--- src/rtl/csel_pkg.sv ---
// Shared types and default constants for the csel drive/free request source.
package csel_pkg;

  localparam int unsigned CSEL_DATA_W  = 32;
  localparam int unsigned CSEL_DRIVE_W = 2;
  localparam int unsigned CSEL_TIMEOUT = 255;

  typedef enum logic [1:0] {
    IDLE  = 2'd0,
    SETUP = 2'd1,
    DRIVE = 2'd2,
    WAIT  = 2'd3
  } state_t;

  // Request payload at the default bus width: branch select plus data.
  typedef struct packed {
    logic                   sel;
    logic [CSEL_DATA_W-1:0] data;
  } req_t;

endpackage

--- src/rtl/csel_sync_pulse.sv ---
// Two-flop synchronizer followed by a rising-edge detector.
// Reused for any free/drive pulse crossing into the clk domain.
module csel_sync_pulse (
  input  logic clk,
  input  logic rst,
  input  logic async_in,
  output logic rise_c
);

  // [0],[1] form the synchronizer; [2] holds the previous synchronized value.
  logic [2:0] shift;

  always_ff @(posedge clk) begin
    if (rst) begin
      shift <= '0;
    end else begin
      shift <= {shift[1:0], async_in};
    end
  end

  assign rise_c = shift[1] & ~shift[2];

endmodule

--- src/rtl/csel_drive_src.sv ---
// Buffered request source for the two-way conditional split's drive/free handshake.
// Optional free-wait watchdog and err_timeout port: define CSEL_SRC_WDOG_EN.
module csel_drive_src
  import csel_pkg::*;
#(
  parameter int unsigned DATA_WIDTH = CSEL_DATA_W,
  parameter int unsigned FIFO_DEPTH = 4,
  parameter int unsigned DRIVE_W    = CSEL_DRIVE_W,
  parameter int unsigned TIMEOUT    = CSEL_TIMEOUT
) (
  input  logic                          clk,
  input  logic                          rst,
  input  logic                          s_valid,
  output logic                          s_ready,
  input  logic [DATA_WIDTH-1:0]         s_data,
  input  logic                          s_sel,
  output logic                          o_drive,
  output logic                          valid0,
  output logic                          valid1,
  output logic [DATA_WIDTH-1:0]         o_data,
  input  logic                          i_free,
  output logic                          busy,
  output logic [$clog2(FIFO_DEPTH):0]   fifo_level
`ifdef CSEL_SRC_WDOG_EN
  ,
  output logic                          err_timeout
`endif
);

  localparam int unsigned AW = $clog2(FIFO_DEPTH);
  localparam int unsigned LW = AW + 1;
  localparam int unsigned CW = (DRIVE_W > 1) ? $clog2(DRIVE_W) : 1;

  if (FIFO_DEPTH < 2 || (FIFO_DEPTH & (FIFO_DEPTH - 1)) != 0 || DRIVE_W < 1 || TIMEOUT < 1)
  begin : g_bad_params
    $error("csel_drive_src: illegal parameter set");
  end

  state_t                state, state_d;
  logic [AW-1:0]         wr_ptr, rd_ptr;
  logic [LW-1:0]         level_d;
  logic [DATA_WIDTH:0]   mem [FIFO_DEPTH];
  logic [DATA_WIDTH:0]   head;
  logic                  push, pop;
  logic                  free_rise;
  logic                  free_seen, free_seen_d;
  logic [CW-1:0]         drv_cnt, drv_cnt_d;
  logic                  drive_d, valid0_d, valid1_d;
  logic [DATA_WIDTH-1:0] o_data_d;

`ifdef CSEL_SRC_WDOG_EN
  localparam int unsigned TW = $clog2(TIMEOUT + 1);
  logic [TW-1:0] wd_cnt, wd_cnt_d;
  logic          err_d;
`endif

  csel_sync_pulse u_free_sync (
    .clk      (clk),
    .rst      (rst),
    .async_in (i_free),
    .rise_c   (free_rise)
  );

  assign push    = s_valid & s_ready;
  assign head    = mem[rd_ptr];
  assign level_d = fifo_level + LW'(push) - LW'(pop);

  // Entry storage: {sel, data}; no reset needed, occupancy is tracked by pointers.
  always_ff @(posedge clk) begin
    if (push) begin
      mem[wr_ptr] <= {s_sel, s_data};
    end
  end

  // Next-state and next-output logic.
  always_comb begin
    state_d     = state;
    free_seen_d = free_seen;
    drv_cnt_d   = drv_cnt;
    drive_d     = 1'b0;
    valid0_d    = valid0;
    valid1_d    = valid1;
    o_data_d    = o_data;
    pop         = 1'b0;
`ifdef CSEL_SRC_WDOG_EN
    wd_cnt_d    = wd_cnt;
    err_d       = err_timeout;
`endif
    unique case (state)
      IDLE: begin
        free_seen_d = 1'b0;
        if (fifo_level != '0) begin
          pop      = 1'b1;
          o_data_d = head[DATA_WIDTH-1:0];
          valid0_d = ~head[DATA_WIDTH];
          valid1_d = head[DATA_WIDTH];
          state_d  = SETUP;
        end
      end
      SETUP: begin
        if (free_rise) free_seen_d = 1'b1;
        drv_cnt_d = '0;
        drive_d   = 1'b1;
        state_d   = DRIVE;
      end
      DRIVE: begin
        if (free_rise) free_seen_d = 1'b1;
        if (drv_cnt == CW'(DRIVE_W - 1)) begin
          // A free that already arrived lets us skip WAIT entirely.
          if (free_seen || free_rise) begin
            valid0_d    = 1'b0;
            valid1_d    = 1'b0;
            free_seen_d = 1'b0;
            state_d     = IDLE;
          end else begin
`ifdef CSEL_SRC_WDOG_EN
            wd_cnt_d = '0;
`endif
            state_d  = WAIT;
          end
        end else begin
          drv_cnt_d = drv_cnt + CW'(1);
          drive_d   = 1'b1;
        end
      end
      WAIT: begin
        if (free_rise) begin
          valid0_d = 1'b0;
          valid1_d = 1'b0;
          state_d  = IDLE;
        end
`ifdef CSEL_SRC_WDOG_EN
        else if (wd_cnt == TW'(TIMEOUT - 1)) begin
          valid0_d = 1'b0;
          valid1_d = 1'b0;
          err_d    = 1'b1;
          state_d  = IDLE;
        end else begin
          wd_cnt_d = wd_cnt + TW'(1);
        end
`endif
      end
      default: state_d = IDLE;
    endcase
  end

  always_ff @(posedge clk) begin
    if (rst) begin
      state      <= IDLE;
      wr_ptr     <= '0;
      rd_ptr     <= '0;
      fifo_level <= '0;
      s_ready    <= 1'b1;
      busy       <= 1'b0;
      o_drive    <= 1'b0;
      valid0     <= 1'b0;
      valid1     <= 1'b0;
      o_data     <= '0;
      free_seen  <= 1'b0;
      drv_cnt    <= '0;
    end else begin
      state      <= state_d;
      if (push) wr_ptr <= wr_ptr + AW'(1);
      if (pop)  rd_ptr <= rd_ptr + AW'(1);
      fifo_level <= level_d;
      s_ready    <= (level_d != LW'(FIFO_DEPTH));
      busy       <= (state_d != IDLE);
      o_drive    <= drive_d;
      valid0     <= valid0_d;
      valid1     <= valid1_d;
      o_data     <= o_data_d;
      free_seen  <= free_seen_d;
      drv_cnt    <= drv_cnt_d;
    end
  end

`ifdef CSEL_SRC_WDOG_EN
  // Watchdog counter and sticky error.
  always_ff @(posedge clk) begin
    if (rst) begin
      wd_cnt      <= '0;
      err_timeout <= 1'b0;
    end else begin
      wd_cnt      <= wd_cnt_d;
      err_timeout <= err_d;
    end
  end
`endif

endmodule
--- config.mk ---
export PLATFORM = sky130hd
export DESIGN_NAME = csel_drive_src
export DESIGN_NICKNAME = d
export VERILOG_FILES = /design/src/rtl/csel_pkg.sv /design/src/rtl/csel_sync_pulse.sv /design/src/rtl/csel_drive_src.sv
export SDC_FILE = /design/constraint.sdc
export NUM_CORES = 1
export LEC_CHECK = 0
export ABC_AREA = 1
export ABC_CLOCK_PERIOD_IN_PS = 8900
export CAP_MARGIN = 0
export CORE_MARGIN = 5
export CORE_UTILIZATION = 45
export CTS_CLUSTER_SIZE = 30
export DETAILED_ROUTE_END_ITERATION = 12
export GPL_TIMING_DRIVEN = 0
export PLACE_DENSITY = 0.66
export SLEW_MARGIN = 10
export SYNTH_ARGS = -nofsm -noshare
export SYNTH_HDL_FRONTEND = slang
export SYNTH_SLANG_ARGS = --single-unit
--- constraint.sdc ---
create_clock -name clk -period 8.9 [get_ports clk]
set_input_delay 2.67 -clock clk [delete_from_list [all_inputs] [get_ports clk]]
set_output_delay 2.67 -clock clk [all_outputs]
set_load 0.005 [all_outputs]
==> impl_results.md, run 1 <==
* Hold Crit Class: reg -> reg
* Initial antenna violation count at 0
* Synth Register Bits at 185
* CTS H-tree lvls at 4
* Cts repair resizes at 0
* Post-place setup slack at 3.60 ns
* Worst path top cell family by delay: adder cells
* Slowest stage cell on the critical path: clkdlybuf4s50_1
* # Max-Cap Violations at 0
* Critical path launch point type: input port
* P_leak at 3.23 nW
* Die area at 18400 um^2
* Area after DPL at 8250 um^2
* HPWL after DPL at 10400 um
* ANT cells at 0
* First-pass GRT wire length at 24800 um
* IR drop worst, VDD at 248 uV
* Slew headroom at 0.565
* Initial DRC count at 408
* Largest stage delay, worst path at 0.45 ns
* Fmax at 206 MHz
* DP Cell Count at 901
* CORE AREA at 15700 um^2
* Aggregate routed wire length at 15900 um
* Final hold violations at 0
* Worst-path clk slew at 0.06 ns
* Arr. time, crit path at 5.17 ns
* Worst setup margin at 4.06 ns
* Syn nets at 656
* Effective utilization at floorplan at 0.453
* Critical setup path kind: in -> reg
* Vias at 4717
* Postcts setup bufs at 0
* Clock Skews at 0.00724 ns
* Die height at 136 um
* Total GRT Usage at 0.178
* Remaining antenna violation count at 0
* Clock Tree Buf Depth at 2
* CP max FO at 9
* FP Rows at 46
* GRT overflow at 0
* Worst Max-Slew Pin Slew at 0.651 ns
* Number of CTS-inserted buffers at 17
* Synthesis Warnings at 0
* Vias in the first global route at 4713
* Post-route cell area at 8880 um^2
* Share of post-route cells with drive strength above 1 at 0.0962
* Worst Path Required at 9.22 ns
* R2R setup slack at 5.97 ns
* Critical-path cell list: clkdlybuf4s50_1 > nand2_1 > ha_1 > inv_1 > ha_1 > fa_1 > xor2_1 > or2_2 > a21oi_1 > nand2_1
* RSZ-0062 raised after global routing: no
* Final Power at 3.14 mW
* CTS hold repair buffers at 0
* Remaining DRCs at 0
* Crit end category: flop
* Pre-antenna DRT Iters at 5
* PD cells at 354 nW/um^2
* Worst Path Buf+Inv at 2
* Synth Cell Area at 7100 um^2
* Cells after Synth at 606
* Setup TNS at 0 ns
* Port Buffers at 75
* Die Width at 136 um
* # setup viols final at 0
* Largest net degree at the start of global routing at 23
* Skew-Pair Late Insertion Delay at 0.43 ns
* Avg WL per Cell at 17.0 um
* Vias per cell at 5.06
* Synth cell types at 24
* Outcome: complete, no violations
* Mapped Avg Cell Area at 11.7 um^2
* CTS root buffer: clkbuf_16
* IO Pins at 77
* Layout Utilization at 0.567
* Post-route minimum period at 4.84 ns
* TritonCTS clock tree: built
* Clock Sinks at 185
* Period utilization at 0.544
* Layout area overhead at 25.2%
* Hold WS at 0.410 ns
* Net count, final at 754
* Share of the yosys chip area belonging to registers at 0.708
* Final std cells w/o fill at 933
* Count of pins over their slew limit at 0
* Gpl congestion at 0.826
==> tightest hold or removal path, stage by stage, from the launching register on <==
cell and delay [ns]:
dfxtp_1 0.30, inv_1 0.04, nor2_1 0.03
==> layout make-up <==
class                      count  area (um^2)
clock buffer                  19          433
timing repair buffer          79          853
multi-input combinational    351         1740
inverter                      38          143
sequential                   185         5020
buffer                        32          219
clock inverter                13          201
fill                        1279         6770
tap                          216          270
==> routing by layer <==
layer / part of all wire / track usage / vias up
li1: - / - / 2301
met1: 0.42 / 0.223 / 2241
met2: 0.51 / 0.301 / 152
met3: 0.054 / 0.0442 / 23
met4: 0.018 / 0.0683 / 0
met5: 0 / 0 / -
==> power breakdown <==
| group | internal, mW | switching (mW) |
|---|---|---|
| Combinational | 0.484 | 0.646 |
| Sequential | 1.12 | 0.0861 |
| Clock | 0.496 | 0.310 |
==> flip-flops by register name, indices dropped and copies added, names as in the netlist, 2 cells and up, named ones only <==
signal and cells:
u_free_sync.shift 3, o_data 32, fifo_level 3, state 2, wr_ptr 2, mem 132, rd_ptr 2
==> cells in the final DEF (no fill, tap or decap), types with 12 or more instances in the layout <==
cell type | Yosys | routed
nor2_1 | 147 | 143
edfxtp_1 | 132 | 132
clkdlybuf4s50_1 | 0 | 75
o21ai_0 | 68 | 68
dfxtp_1 | 53 | 53
o21ai_1 | 36 | 36
inv_1 | 34 | 34
o22ai_1 | 32 | 32
nand2_1 | 27 | 27
clkbuf_16 | 0 | 17
buf_2 | 15 | 15
ha_1 | 12 | 12
==> path summary, 6_finish.rpt <==
path | from | end | cells after the start
max | s_valid | s_ready | 10
min | u_free_sync.shift[0] | u_free_sync.shift[1] | 2
max reg2reg | state[0] | s_ready | 14
min reg2reg | u_free_sync.shift[0] | u_free_sync.shift[1] | 2
==> cells in the mapped netlist <==
cell | instances | share of area
nor2_1 | 147 | 0.078
edfxtp_1 | 132 | 0.56
o21ai_0 | 68 | 0.048
dfxtp_1 | 53 | 0.15
o21ai_1 | 36 | 0.025
inv_1 | 34 | 0.018
o22ai_1 | 32 | 0.028
nand2_1 | 27 | 0.014
buf_2 | 15 | 0.011
ha_1 | 12 | 0.021
nand3_1 | 10 | 0.0071
a21oi_1 | 9 | 0.0063
clkbuf_1 | 9 | 0.0048
buf_12 | 4 | 0.011
buf_4 | 4 | 0.0042
inv_2 | 4 | 0.0021
nand2_2 | 2 | 0.0018
xor2_1 | 2 | 0.0025
a21oi_2 | 1 | 0.0012
fa_1 | 1 | 0.0028
nor2_2 | 1 | 0.00088
nor2_4 | 1 | 0.0016
o211ai_1 | 1 | 0.0011
or2_2 | 1 | 0.00088
==> cell families (layout without fill, tap and decap cells) <==
family                   Yosys count  in the layout  share of synthesized area
AND/OR/NAND/NOR                  189            189                      0.104
XOR/XNOR                           2              2                    0.00247
AO/OA/AOI/OAI                    147            147                      0.110
buffers and inverters             70            181                     0.0510
flip-flops                       185            185                      0.708
adder cells (fa/ha/maj)           13             13                     0.0240
No activity file was read; power rests on OpenSTA's default activity.
==> run 2: changes to the inputs <==
Settings changed: ABC_CLOCK_PERIOD_IN_PS 8900 to 4900.
Clock period 8.9 ns to 4.9 ns, I/O delays scaled along.
==> impl_results.md, run 2 (synthesized netlist as in run 1, its figures left out) <==
* Hold_sp: u_free_sync.shift[0] (unchanged)
* GRT met2 Usage at 0.300 (was 0.301)
* Worst R2R Start: state[0] (unchanged)
* Number of CTS-inserted buffers at 17 (unchanged)
* Setup TNS at 0 ns (unchanged)
* Most common cell after layout, fill and taps aside: nor2_1 (unchanged)
* Pre-antenna DRT Iters at 7 (was 5)
* Reg area at 5020 um^2 (unchanged)
* Critical-path cell list: clkdlybuf4s50_1 > nand2_1 > ha_1 > inv_1 > ha_1 > fa_1 > xor2_1 > or2_2 > a21oi_1 > nand2_1 (unchanged)
* Crit end category: flop (unchanged)
* Clock Skews at 0.00571 ns (was 0.00724 ns)
* PD cells at 641 nW/um^2 (was 354 nW/um^2)
* Busiest grt layer: met2 (unchanged)
* # setup viols final at 0 (unchanged)
* Slew headroom at 0.573 (was 0.565)
* Skew-Pair Late Insertion Delay at 0.43 ns (about the same)
* Hold endpoint: u_free_sync.shift[1] (unchanged)
* CP max FO at 9 (unchanged)
* First-pass GRT wire length at 24800 um (about the same)
* Hold WS at 0.410 ns (unchanged)
* WHS Path Cells at 2 (unchanged)
* Aggregate routed wire length at 15800 um (was 15900 um)
* Remaining antenna violation count at 0 (unchanged)
* Vias in the first global route at 4712 (was 4713)
* Clock Sinks at 185 (unchanged)
* Vias per cell at 5.07 (was 5.06)
* Layout Utilization at 0.567 (unchanged)
* Outcome: complete, no violations (unchanged)
* Largest stage delay, worst path at 0.45 ns (about the same)
* Gpl congestion at 0.826 (unchanged)
* P_leak at 3.23 nW (unchanged)
* RSZ-0062 raised after global routing: no (unchanged)
* Critical setup path kind: in -> reg (unchanged)
* IR drop worst, VDD at 451 uV (was 248 uV)
* Multi-input gate area at 1740 um^2 (unchanged)
* Leading cell types in the layout, fill and taps excluded: nor2_1, edfxtp_1, clkdlybuf4s50_1, o21ai_0, dfxtp_1 (unchanged)
* Regs by FF count: mem x132, o_data x32 (unchanged)
* Worst r2r dst: s_ready (unchanged)
* Number of flip-flops under the largest register name at 132 (unchanged)
* Remaining DRCs at 0 (unchanged)
* Largest net degree at the start of global routing at 23 (unchanged)
* Avg WL per Cell at 16.9 um (was 17.0 um)
* Critical path launch point type: input port (unchanged)
* CTS hold repair buffers at 0 (unchanged)
* Initial DRC count at 423 (was 408)
* Postcts setup bufs at 0 (unchanged)
* Final hold violations at 0 (unchanged)
* R2R setup slack at 1.97 ns (was 5.97 ns)
* Clock Tree Buf Depth at 2 (unchanged)
* Die height at 136 um (unchanged)
* Share of post-route cells with drive strength above 1 at 0.0962 (unchanged)
* Layout area overhead at 25.2% (unchanged)
* HPWL after DPL at 10400 um (unchanged)
* Initial antenna violation count at 0 (unchanged)
* Die area at 18400 um^2 (unchanged)
* Worst Max-Slew Pin Slew at 0.640 ns (was 0.651 ns)
* Cts repair resizes at 0 (unchanged)
* R2r worst-path depth at 14 (unchanged)
* Count of pins over their slew limit at 0 (unchanged)
* CTS root buffer: clkbuf_16 (unchanged)
* Reg with most FFs: mem (unchanged)
* Die Width at 136 um (unchanged)
* # Max-Cap Violations at 0 (unchanged)
* Post-route minimum period at 3.65 ns
* Worst-path clk slew at 0.06 ns (about the same)
* Post-route cell area at 8880 um^2 (unchanged)
* Hold Crit Class: reg -> reg (unchanged)
* ANT cells at 0 (unchanged)
* Vias at 4727 (was 4717)
* Arr. time, crit path at 3.97 ns (was 5.17 ns)
* Met1 Use GR at 0.223 (about the same)
* Fmax at 274 MHz
* Fillers at 1279 (unchanged)
* Slowest stage cell on the critical path: clkdlybuf4s50_1 (unchanged)
* CORE AREA at 15700 um^2 (unchanged)
* Effective utilization at floorplan at 0.453 (unchanged)
* FP Rows at 46 (unchanged)
* Area after DPL at 8250 um^2 (unchanged)
* Period utilization at 0.744
* Worst Path Required at 5.22 ns (was 9.22 ns)
* IO Pins at 77 (unchanged)
* GRT met3 Usage at 0.0442 (unchanged)
* GRT overflow at 0 (unchanged)
* Port Buffers at 75 (unchanged)
* TritonCTS clock tree: built (unchanged)
* Net count, final at 754 (unchanged)
* CTS H-tree lvls at 4 (unchanged)
* Total GRT Usage at 0.178 (about the same)
run 2: how the worst max path moves through the flow:
stage | startpoint | to
after floorplan | s_valid | mem[0][0]
after global placement | s_valid | mem[2][28]
after detailed placement | s_valid | s_ready
after CTS | s_valid | s_ready
after global routing | s_valid | s_ready
final | s_valid | s_ready
run 2: through the flow:
step	power [mW]	std cells	setup slack (ns)
after floorplan	3.42	606	1.44
final	5.70	933	1.25
after global placement	4.17	897	-0.247
after detailed placement	4.27	901	0.795
after global routing	6.04	933	1.12
after CTS	5.74	933	1.24
run 2: final cells by class:
type / instances / share of cell area
flip-flops and latches: 185 / 0.566
repair buffers: 79 / 0.0961
clock inverters: 13 / 0.0227
well taps: 216 / 0.0304
clock buffers: 19 / 0.0487
inverters: 38 / 0.0161
multi-input cells: 351 / 0.196
plain buffers: 32 / 0.0246
run 2: per-layer routing:
metal	share of wire	routed length, um
met1	0.42	6600
met5	0	0
met3	0.051	805
met4	0.017	270
met2	0.51	8140
run 2: critical path, delay by kind of cell:
| family | cells | cell delay [ns] |
|---|---|---|
| buf+inv | 2 | 0.49 |
| compound gates | 1 | 0.17 |
| xor+xnor | 1 | 0.19 |
| fa+ha+maj | 3 | 0.99 |
| simple gates | 3 | 0.66 |
run 2: where the power goes:
part / switching (mW) / leakage (nW) / internal (mW)
Sequential: 0.155 / 1.65 / 2.03
Combinational: 1.17 / 1.27 / 0.879
Clock: 0.560 / 0.306 / 0.901
Total: 1.88 / 3.23 / 3.81
==> patch (flow settings as in run 2) <==
`FIFO_DEPTH`: 4 -> 16.
--- a/src/rtl/csel_drive_src.sv
+++ b/src/rtl/csel_drive_src.sv
@@ -4,7 +4,7 @@
   import csel_pkg::*;
 #(
   parameter int unsigned DATA_WIDTH = CSEL_DATA_W,
-  parameter int unsigned FIFO_DEPTH = 4,
+  parameter int unsigned FIFO_DEPTH = 16,
   parameter int unsigned DRIVE_W    = CSEL_DRIVE_W,
   parameter int unsigned TIMEOUT    = CSEL_TIMEOUT
 ) (
Interface: changed (resized fifo_level); port bits go from 77 to 79. The function was not compared with the original's and may differ.
==> patch against run 2 <==
Cell area rose to 3.1 times the old value. Critical endpoint is now fifo_level[4]$_SDFF_PP0_. Wire length rose to 4.2 times the old value. Sequential cell count rose by 404. Combinational power rose by 110%. Largest cell class unchanged. Worst hold slack got worse by 1.7 ps. Total power rose to 2.5 times the old value. Setup slack got worse by 21 ps. Synthesized area rose to 3.3 times the old value.
==> patch: results (changes against run 2) <==
| Step | Quantity | This run | Delta |
| --- | --- | --- | --- |
| finish | Total of fill cells in the finished design | 4339 | +240% |
| yosys | Adder-cell area share of the yosys netlist | 0.933% | -1.5 points |
| yosys | Synthesized-area fraction occupied by xor and xnor cells | 0.111% | -0.14 points |
| yosys | Count of flip-flops with a built-in enable after synthesis | 528 | +300% |
| global routing | Global-route met2 utilization | 37.7% | +7.7 points |
| global routing | Pin count of the biggest net entering global routing | 20 | -13% |
| finish | Layout multi-input combinational cell count | 1189 | +240% |
| clocking | Insertion delay to the later sink of the worst-skew pair | 630 ps | +200 ps |
| finish | Clock buf/inv share | 6.44% | -0.70 points |
| sta | Worst-case headroom to the max-slew limit | 11.9% | -45 points |
| global routing | Met1 capacity usage during global routing | 30.1% | +7.7 points |
| power and ir drop | Static leakage power | 9.62 nW | +200% |
| yosys | Top area cells in the synthesized netlist | sky130_fd_sc_hd__edfxtp_1, sky130_fd_sc_hd__nor2_1, sky130_fd_sc_hd__dfxtp_1 |  |
| critical path | Slowest library cell on the worst path | sky130_fd_sc_hd__clkinv_1 |  |
| critical path | Peak fanout along the critical path | 10 | +1 |
| finish | Net count, final | 2222 | +190% |
| yosys | Count of cell types in the netlist | 29 | +21% |
| global routing | Global router's overall resource usage | 22.8% | +5.0 points |
| route | Ratio of routed vias to standard cells | 5.57 | +10% |
| route | Post-route met1 wirelength | 26000 um | +290% |
| clocking | TritonCTS buffer count | 58 | +41 |
| route | Metal2 WL | 31700 um | +290% |
| finish | Largest registers | mem (528), o_data (32), fifo_level (5) |  |
| power and ir drop | VDD IR-drop max | 380 uV | -16% |
| finish | Sequential standard cell area | 17100 um2 | +240% |
| place | Number of placed instances with taps included | 2796 | +210% |
| critical path | Critical Path AT | 4170 ps | +200 ps |
| finish | Non-clock inverter total of the final layout | 117 | +210% |
| outcome | Status | finished, final reports clean |  |
| sta | Setup Skew | 20.9 ps | +15.1 ps |
| route | DRT iter0 DRCs | 1775 | +320% |
| finish | Number of clock buffer instances in the layout | 76 | +57 |
| floorplan | DIE WIDTH | 239 um | +76% |
-- patch: changes by cell type in the layout (fill, tap and decap cells not counted), moves of 13 or more --
cell	change
sky130_fd_sc_hd__nand2_1	+87
sky130_fd_sc_hd__nand3_1	+203
sky130_fd_sc_hd__o22ai_1	-32
sky130_fd_sc_hd__buf_1	+13
sky130_fd_sc_hd__o211ai_1	+64
sky130_fd_sc_hd__buf_2	+30
sky130_fd_sc_hd__clkbuf_16	+41
sky130_fd_sc_hd__inv_1	+79
sky130_fd_sc_hd__nor2_1	+357
sky130_fd_sc_hd__o21ai_0	+139
sky130_fd_sc_hd__clkbuf_1	+54
sky130_fd_sc_hd__edfxtp_1	+396
-- patch: where the power goes --
part / switching [W] / total [W] / leakage, nW / internal [W]
Combinational: 0.00295 / 0.00435 / 3.47 / 0.00141
Sequential: 0.000117 / 0.00590 / 5.27 / 0.00578
Clock: 0.00187 / 0.00423 / 0.875 / 0.00235
